===== config.mk =====
export PLATFORM = sky130hd
export DESIGN_NAME = serial_twos_comp_mc
export DESIGN_NICKNAME = d
export VERILOG_FILES = /design/src/rtl/serial_pkg.sv /design/src/rtl/serial_tc_lane.sv /design/src/rtl/serial_twos_comp_mc.sv
export SDC_FILE = /design/constraint.sdc
export NUM_CORES = 1
export LEC_CHECK = 0
export CORE_UTILIZATION = 50
export CTS_CLUSTER_DIAMETER = 80
export DETAILED_ROUTE_END_ITERATION = 6
export HOLD_SLACK_MARGIN = 0.02
export PLACE_DENSITY_LB_ADDON = 0.25
export REMOVE_ABC_BUFFERS = 1
export SLEW_MARGIN = 20
export SYNTH_ARGS = -nofsm -noshare
export SYNTH_HDL_FRONTEND = slang
export SYNTH_HIERARCHICAL = 1
export SYNTH_SLANG_ARGS = --single-unit

===== constraint.sdc =====
create_clock -name t_clk -period 2.1 [get_ports t_clk]
set_clock_uncertainty 0.1 [all_clocks]
set_input_delay 0.315 -clock t_clk [delete_from_list [all_inputs] [get_ports t_clk]]
set_output_delay 0.315 -clock t_clk [all_outputs]
set_load 0.01 [all_outputs]

===== src/rtl/serial_pkg.sv =====
`timescale 1ns/1ps
`default_nettype none
// ============================================================================
// Module  : serial_pkg
// Brief   : Shared lane-state encoding and mode constants for the serial
//           two's-complement datapath.
// Revision: 1.0 - initial release
// ============================================================================
package serial_pkg;

    typedef enum logic [1:0] {
        IDLE   = 2'd0,
        COPY   = 2'd1,
        INVERT = 2'd2
    } lane_state_t;

    localparam logic MODE_PASS = 1'b0;
    localparam logic MODE_NEG  = 1'b1;

endpackage
`default_nettype wire


===== src/rtl/serial_tc_lane.sv =====
`timescale 1ns/1ps
`default_nettype none
// ============================================================================
// Module  : serial_tc_lane
// Brief   : One LSB-first serial lane: passes or negates a framed WIDTH-bit word
//           with one clock of latency, stall support and overflow flag.
// Revision: 1.0 - initial release
// ============================================================================
module serial_tc_lane
    import serial_pkg::*;
#(
    parameter int WIDTH = 8
) (
    input  logic t_clk,
    input  logic r,
    input  logic i_vld,
    input  logic i_sow,
    input  logic i,
    input  logic neg,
    output logic y,
    output logic y_vld,
    output logic y_eow,
    output logic ovf
);

    localparam int             CW         = $clog2(WIDTH);
    localparam logic [CW-1:0]  c_LAST_CNT = CW'(WIDTH - 1);

    lane_state_t   r_state, w_state_nxt, w_state_eff;
    logic [CW-1:0] r_cnt, w_cnt_nxt, w_cnt_eff;
    logic          r_neg_q, w_neg_nxt, w_neg_eff;
    logic          r_y, w_y_nxt;
    logic          r_y_vld, w_y_vld_nxt;
    logic          r_y_eow, w_y_eow_nxt;
    logic          r_ovf, w_ovf_nxt;
    logic          w_accept, w_last;

    always_ff @(posedge t_clk or negedge r) begin
        if (!r) begin
            r_state <= IDLE;
            r_cnt   <= '0;
            r_neg_q <= MODE_PASS;
            r_y     <= 1'b0;
            r_y_vld <= 1'b0;
            r_y_eow <= 1'b0;
            r_ovf   <= 1'b0;
        end else begin
            r_state <= w_state_nxt;
            r_cnt   <= w_cnt_nxt;
            r_neg_q <= w_neg_nxt;
            r_y     <= w_y_nxt;
            r_y_vld <= w_y_vld_nxt;
            r_y_eow <= w_y_eow_nxt;
            r_ovf   <= w_ovf_nxt;
        end
    end

    // A start-of-word bit restarts the lane regardless of where the old word was.
    always_comb begin
        w_accept    = i_vld & (i_sow | (r_state != IDLE));
        w_neg_eff   = i_sow ? neg : r_neg_q;
        w_state_eff = i_sow ? COPY : r_state;
        w_cnt_eff   = i_sow ? '0 : r_cnt;
        w_last      = (w_cnt_eff == c_LAST_CNT);

        w_state_nxt = r_state;
        w_cnt_nxt   = r_cnt;
        w_neg_nxt   = r_neg_q;
        w_y_nxt     = r_y;
        w_y_vld_nxt = 1'b0;
        w_y_eow_nxt = 1'b0;
        w_ovf_nxt   = 1'b0;

        if (w_accept) begin
            w_neg_nxt   = w_neg_eff;
            w_y_vld_nxt = 1'b1;
            w_y_nxt     = ((w_neg_eff == MODE_NEG) && (w_state_eff == INVERT)) ? ~i : i;
            if (w_last) begin
                w_y_eow_nxt = 1'b1;
                // Still copying at the MSB means every lower bit was zero.
                w_ovf_nxt   = (w_neg_eff == MODE_NEG) & i & (w_state_eff == COPY);
                w_state_nxt = IDLE;
                w_cnt_nxt   = '0;
            end else begin
                w_cnt_nxt = w_cnt_eff + CW'(1);
                if (w_neg_eff == MODE_NEG) begin
                    w_state_nxt = ((w_state_eff == COPY) && i) ? INVERT : w_state_eff;
                end else begin
                    w_state_nxt = COPY;
                end
            end
        end
    end

    assign y     = r_y;
    assign y_vld = r_y_vld;
    assign y_eow = r_y_eow;
    assign ovf   = r_ovf;

endmodule
`default_nettype wire


===== src/rtl/serial_twos_comp_mc.sv =====
`timescale 1ns/1ps
`default_nettype none
// ============================================================================
// Module  : serial_twos_comp_mc
// Brief   : CH independent word-framed serial two's-complement lanes.
// Revision: 1.0 - initial release
// ============================================================================
module serial_twos_comp_mc #(
    parameter int WIDTH = 8,
    parameter int CH    = 2
) (
    input  logic          t_clk,
    input  logic          r,
    input  logic [CH-1:0] i_vld,
    input  logic [CH-1:0] i_sow,
    input  logic [CH-1:0] i,
    input  logic [CH-1:0] neg,
    output logic [CH-1:0] y,
    output logic [CH-1:0] y_vld,
    output logic [CH-1:0] y_eow,
    output logic [CH-1:0] ovf
);

    genvar g;
    generate
        for (g = 0; g < CH; g++) begin : g_lane
            serial_tc_lane #(
                .WIDTH (WIDTH)
            ) u_lane (
                .t_clk (t_clk),
                .r     (r),
                .i_vld (i_vld[g]),
                .i_sow (i_sow[g]),
                .i     (i[g]),
                .neg   (neg[g]),
                .y     (y[g]),
                .y_vld (y_vld[g]),
                .y_eow (y_eow[g]),
                .ovf   (ovf[g])
            );
        end
    endgenerate

endmodule
`default_nettype wire


==> results of run 1 <==
-- placed cells by master, fill, tap and decap left out --
master and count:
and2b_1 6, inv_1 4, o31ai_1 2, dfrtp_1 20
o31a_1 2, clkdlybuf4s50_1 17, nor2_1 10, clkbuf_4 3
o21ai_0 2, mux2_4 4, clkbuf_8 1, nand3_1 2
nand2b_1 2, nand2_1 14, o22ai_1 2, and2_4 2
a21oi_1 10, buf_4 3, ha_1 4, nand4_1 2
mux2_2 2, or2_1 2, a32o_1 2
-- registers in the layout, indices dropped and copies added, names as in the netlist --
name	cells
g_lane.u_lane/r_state	4
g_lane.u_lane/y_vld	2
g_lane.u_lane/r_cnt	6
g_lane.u_lane/r_neg_q	2
g_lane.u_lane/y_eow	2
g_lane.u_lane/ovf	2
g_lane.u_lane/y	2
-- worst register-to-register path: cells and delay by family, from the launching register on --
family	cells	cell delay, ns
compound gates	1	0.24
fa+ha+maj	2	0.45
flops	1	0.40
simple gates	3	0.32
-- metal layers --
layer | vias to the layer above | GRT usage | wire length [µm]
met2 | 25 | 0.328 | 967
met5 | - | 0 | 0
li1 | 375 | - | -
met4 | 0 | 0.137 | 49
met1 | 362 | 0.279 | 862
met3 | 4 | 0.0235 | 85
-- cell type report --
class	count	area [µm²]	area share
well taps	25	31.3	0.0254
flip-flops and latches	20	500	0.406
multi-input cells	70	458	0.371
inverters	4	15.0	0.0122
repair buffers	20	193	0.156
clock buffers	4	36.3	0.0294
-- power by group through the flow --
stage | clock [µW] | sequential, µW | combinational (µW)
after detailed placement | 0 | 515 | 258
final | 226 | 509 | 261
after global placement | 0 | 509 | 247
after global routing | 243 | 515 | 285
after CTS | 233 | 508 | 262
after floorplan | 0 | 506 | 163
-- logic make-up (layout without fill, tap and decap cells) --
| group | count (synthesis) | count (layout) | synth area share |
|---|---|---|---|
| AO/OA/AOI/OAI | 20 | 20 | 0.126 |
| adder cells (fa/ha/maj) | 4 | 4 | 0.0503 |
| buffers and inverters | 6 | 28 | 0.0377 |
| flip-flops | 20 | 20 | 0.503 |
| multiplexers | 6 | 6 | 0.0829 |
| AND/OR/NAND/NOR | 40 | 40 | 0.201 |
-- worst paths after layout --
| path | startpoint | to | slack, ns | depth (start not counted) |
|---|---|---|---|---|
| max in group asynchronous | r | g_lane[1].u_lane/y_vld | 1.47 | 2 |
| hold reg to reg | g_lane[1].u_lane/r_cnt[1] | g_lane[1].u_lane/r_cnt[1] | 0.42 | 1 |
| hold / removal | r | g_lane[1].u_lane/r_state[1] | 0.22 | 2 |
| setup / recovery | i_sow[0] | g_lane[0].u_lane/r_state[1] | 0.37 | 7 |
| min in group t_clk | g_lane[1].u_lane/r_cnt[1] | g_lane[1].u_lane/r_cnt[1] | 0.42 | 1 |
| setup reg to reg | g_lane[0].u_lane/r_cnt[0] | g_lane[0].u_lane/r_state[1] | 0.54 | 6 |
-- per-stage QoR --
step | worst slack (ns) | total power, µW | cells | hold WS (ns)
3_3_place_gp | 0.119 | 756 | 139 | 0.390
6_report | 0.374 | 996 | 143 | 0.224
2_1_floorplan | 0.654 | 668 | 94 | -0.0806
3_5_place_dp | 0.0671 | 774 | 139 | 0.388
4_1_cts | 0.391 | 1000 | 143 | 0.228
5_1_grt | 0.344 | 1040 | 143 | 0.272
==> metrics.yaml, run 1 <==
fmax_ghz: 0.580
cts.sinks: 20
dr.pass1.iters: 4
finalNetCount: 133
final_area_um2: 1230
yosys.cell_count.top_type: "dfrtp_1"
p_leak_uw: 0.000584
port_buffers: 17
hold_buffers: 0
worst_pin_slew_ns: 0.389
synth_area_um2: 996
ys.flop_type: "dfrtp_1"
maxCapViolCount: 0
async_flop_share: 1.00
hold_viol: 0
vias: 766
drt-vias-per-instance: 5.36
ir_worst_vdd_v: 0.000600
critical_path.cell_chain: "clkdlybuf4s50_1 -> and2b_1 -> ha_1 -> ha_1 -> o31ai_1 -> nand2_1 -> nand2_1"
p_clk_frac: 0.227
dp_hpwl_um: 1410
powerDensity_nw_per_um2: 807
wl_per_cell_um: 13.7
die_height_um: 46.6
io_pins: 18
swShare: 0.286
clkTransAtPathRegs_ns: 0.11
area_growth_pct: 23.9
chipWidth_um: 46.6
synth-warning-count: 6
fin_crit_sh: 0.822
route.detailed.drc: 0
ys_seq_elements: 20
cts_buffers: 3
pwr-share-seq: 0.511
fin_crit_ns: 1.73
netSwitchingPower_uw: 285
grt_pass1_vias: 658
yosysSeqAreaShare: 0.503
rsz0062_at_grt: "no"
finalSetupTns_ns: 0
endpoint_kind: "flip-flop"
grt_usage: 0.212
core_area_um2: 1800
grt_max_degree: 21
overflow: 0
synth_top_area_frac: 0.503
drt-total-wl_um: 1960
yosys.area.top_type: "dfrtp_1"
crit_type: "input pin to flip-flop"
syn_inst: 96
layout-drive-gt1-share: 0.127
post_cts_buffers: 0
dieArea_um2: 2170
cp.buffers_inverters: 1
cts_max_level: 1
drtAntennaViolNets: 0
worst_path_max_delay_cell: "clkdlybuf4s50_1"
combPwrFrac: 0.262
placed_cell_area_um2: 1200
cp.arrival_ns: 1.88
final_util: 0.685
cts_resized: 0
cp.required_ns: 2.25
crit_path_max_fanout: 4
antenna_found_initial: 0
synth_commonest_cells: "dfrtp_1 (20), nand2_1 (14), a21oi_1 (10), nor2_1 (10), and2b_1 (6)"
p_int_uw: 711
setup_viol: 0
worstSetupStartpointType: "input pin"
critPathTopFamily: "buffers and inverters"
fill_cells: 150
synthTopCellsByArea: "dfrtp_1 (50%), mux2_4 (6.0%), nand2_1 (5.3%)"
initial_core_util: 0.553
slew_headroom: 0.741
syn_area_per_cell_um2: 10.4
cts_root_buf: "clkbuf_4"
clk_latency_ns: 0.30
hold_path_class: "input pin to asynchronous set/reset pin"
dr.first_iter.drc_count: 10
rows: 15
worst_path_largest_cell_delay_ns: 0.51
synth_edf_count: 0
cts_buffer_depth: 2
final_max_slew_viol_count: 0
status: "complete, no violations"
antenna_cells: 0
grt_pass1_wl_um: 3050
gp_congestion: 0.850
cts_tree: "built"
yosysUniqueCellTypes: 20
Power figures use the tool's default switching activity.
==> run 2: changes to the inputs <==
clock period = 1.8 ns   (was 2.1 ns; I/O delays follow)
==> run 2 against run 1 <==
  * Clock power down 11%
  * Sequential power up 17%
  * Combinational power up 22%
  * Non-clock buffer count up 6
  * Sequential share of layout area down 1.0 points
  * Cell count up 3.5%
  * Worst setup slack worse by 0.24 ns
  * Largest power group unchanged
==> metrics.yaml, run 2 (synthesis results as in run 1) <==
status: "complete, no violations"
slew_headroom: 0.768  # +0.0273
cts_buffers: 3  # unchanged
drtAntennaViolNets: 0  # unchanged
largest_register_ffs: 6  # unchanged
worst_pin_slew_ns: 0.348  # -0.0409 ns
initial_core_util: 0.553  # unchanged
setup_viol: 0  # unchanged
final_max_slew_viol_count: 0  # unchanged
post_cts_buffers: 0  # unchanged
hold_buffers: 0  # unchanged
wl_per_cell_um: 13.0  # -5.1%
layout-drive-gt1-share: 0.163  # +0.0355
drt-total-wl_um: 1930  # -1.7%
hold_viol: 0  # unchanged
port_buffers: 17  # unchanged
core_area_um2: 1800  # unchanged
fill_cells: 155  # +3.3%
dr.pass1.iters: 4  # unchanged
cp.arrival_ns: 1.80  # -0.08 ns
maxCapViolCount: 0  # unchanged
powerDensity_nw_per_um2: 880  # +9.0%
grt_usage: 0.209  # -0.00279
dp_cells: 145  # +4.3%
cts_tree: "built"
worst_path_max_delay_cell: "clkdlybuf4s50_1"
drt-vias-per-instance: 5.20  # -2.9%
endpoint_kind: "flip-flop"
p_leak_uw: 0.000606  # +3.8%
finalNetCount: 139  # +4.5%
die_height_um: 46.6  # unchanged
placed_cell_area_um2: 1240  # +3.8%
cp.required_ns: 1.93  # -0.32 ns
rsz0062_at_grt: "no"
hold_path_class: "input pin to asynchronous set/reset pin"
cp.buffers_inverters: 1  # unchanged
crit_path_max_fanout: 4  # unchanged
stdcell_count: 148  # +3.5%
chipWidth_um: 46.6  # unchanged
pre_cts_slack_ns: -0.189  # -0.257 ns
cts_max_level: 1  # unchanged
critical_path.cell_chain: "clkdlybuf4s50_1 -> and2b_1 -> ha_1 -> ha_1 -> o31ai_1 -> nand2_1 -> nand2_1"
dieArea_um2: 2170  # unchanged
worst_slack_ns: 0.135  # -0.240 ns
fmax_ghz: 0.601
grt_pass1_vias: 693  # +5.3%
clkTransAtPathRegs_ns: 0.11  # about the same
crit_type: "input pin to flip-flop"
io_pins: 18  # unchanged
overflow: 0  # unchanged
cts_buffer_depth: 2  # unchanged
gp_congestion: 0.845  # -0.67%
top_regs: "g_lane.u_lane/r_cnt (6), g_lane.u_lane/r_state (4)"
final_cell_mix: "dfrtp_1 (20), clkdlybuf4s50_1 (17), nand2_1 (14)"
antenna_cells: 0  # unchanged
worstSetupStartpointType: "input pin"
cts_root_buf: "clkbuf_4"
critPathTopFamily: "buffers and inverters"
fin_crit_sh: 0.925
clk_latency_ns: 0.29  # about the same
cts.sinks: 20  # unchanged
final_util: 0.702  # +0.0174
rows: 15  # unchanged
ir_worst_vdd_v: 0.000616  # +2.8%
startpoint: "i_sow[0]"
dr.first_iter.drc_count: 12  # +2
rr_startpoint: "g_lane[1].u_lane/r_cnt[0]"
antenna_found_initial: 0  # unchanged
grt_pass1_wl_um: 3150  # +3.2%
grt_max_degree: 21  # unchanged
cts_resized: 0  # unchanged
finalPower_uw: 1110  # +12%
worst_path_largest_cell_delay_ns: 0.50  # about the same
vias: 770  # +0.52%
final_area_um2: 1260  # +2.5%
fin_crit_ns: 1.67
top_register: "g_lane.u_lane/r_cnt"
final_common_cell: "dfrtp_1"
route.detailed.drc: 0  # unchanged
area_growth_pct: 27.0
dp_hpwl_um: 1470  # +4.5%
[run 2: path summary, 6_finish.rpt]
check                      cells after the start  slack [ns]                     endpoint
max                                            7        0.13  g_lane[0].u_lane/r_state[1]
min                                            2        0.21  g_lane[1].u_lane/r_state[1]
max reg2reg                                    6        0.26  g_lane[1].u_lane/r_state[1]
min reg2reg                                    1        0.42    g_lane[1].u_lane/r_cnt[1]
max in group asynchronous                      2        1.19           g_lane[0].u_lane/y
min in group t_clk                             1        0.42    g_lane[1].u_lane/r_cnt[1]
[run 2: where the power goes]
part / switching [µW] / total, µW / internal, µW / leakage (µW)
clock: 124 / 202 / 77.6 / 0.0000138
sequential: 60.6 / 593 / 533 / 0.000249
combinational: 132 / 318 / 187 / 0.000343
total: 316 / 1110 / 797 / 0.000606
[run 2: through the flow]
stage / setup TNS, ns / hold slack (ns)
6_report: 0 / 0.206
4_1_cts: 0 / 0.221
3_3_place_gp: -0.740 / 0.391
5_1_grt: 0 / 0.231
2_1_floorplan: 0 / -0.126
3_5_place_dp: -1.39 / 0.399
[run 2: layout make-up]
cell class / instances / area [µm²] / share of cell area
well taps: 25 / 31.3 / 0.0247
clock buffers: 3 / 22.5 / 0.0178
multi-input cells: 70 / 458 / 0.362
repair buffers: 26 / 238 / 0.188
flip-flops and latches: 20 / 500 / 0.396
inverters: 4 / 15.0 / 0.0119
[run 2: metal layers]
metal | global-route usage | vias to the layer above | part of all wire
met5 | 0 | - | 0
met4 | 0.0514 | 0 | 0.0062
met3 | 0.0353 | 2 | 0.025
met2 | 0.353 | 15 | 0.51
met1 | 0.278 | 368 | 0.46
li1 | - | 385 | -
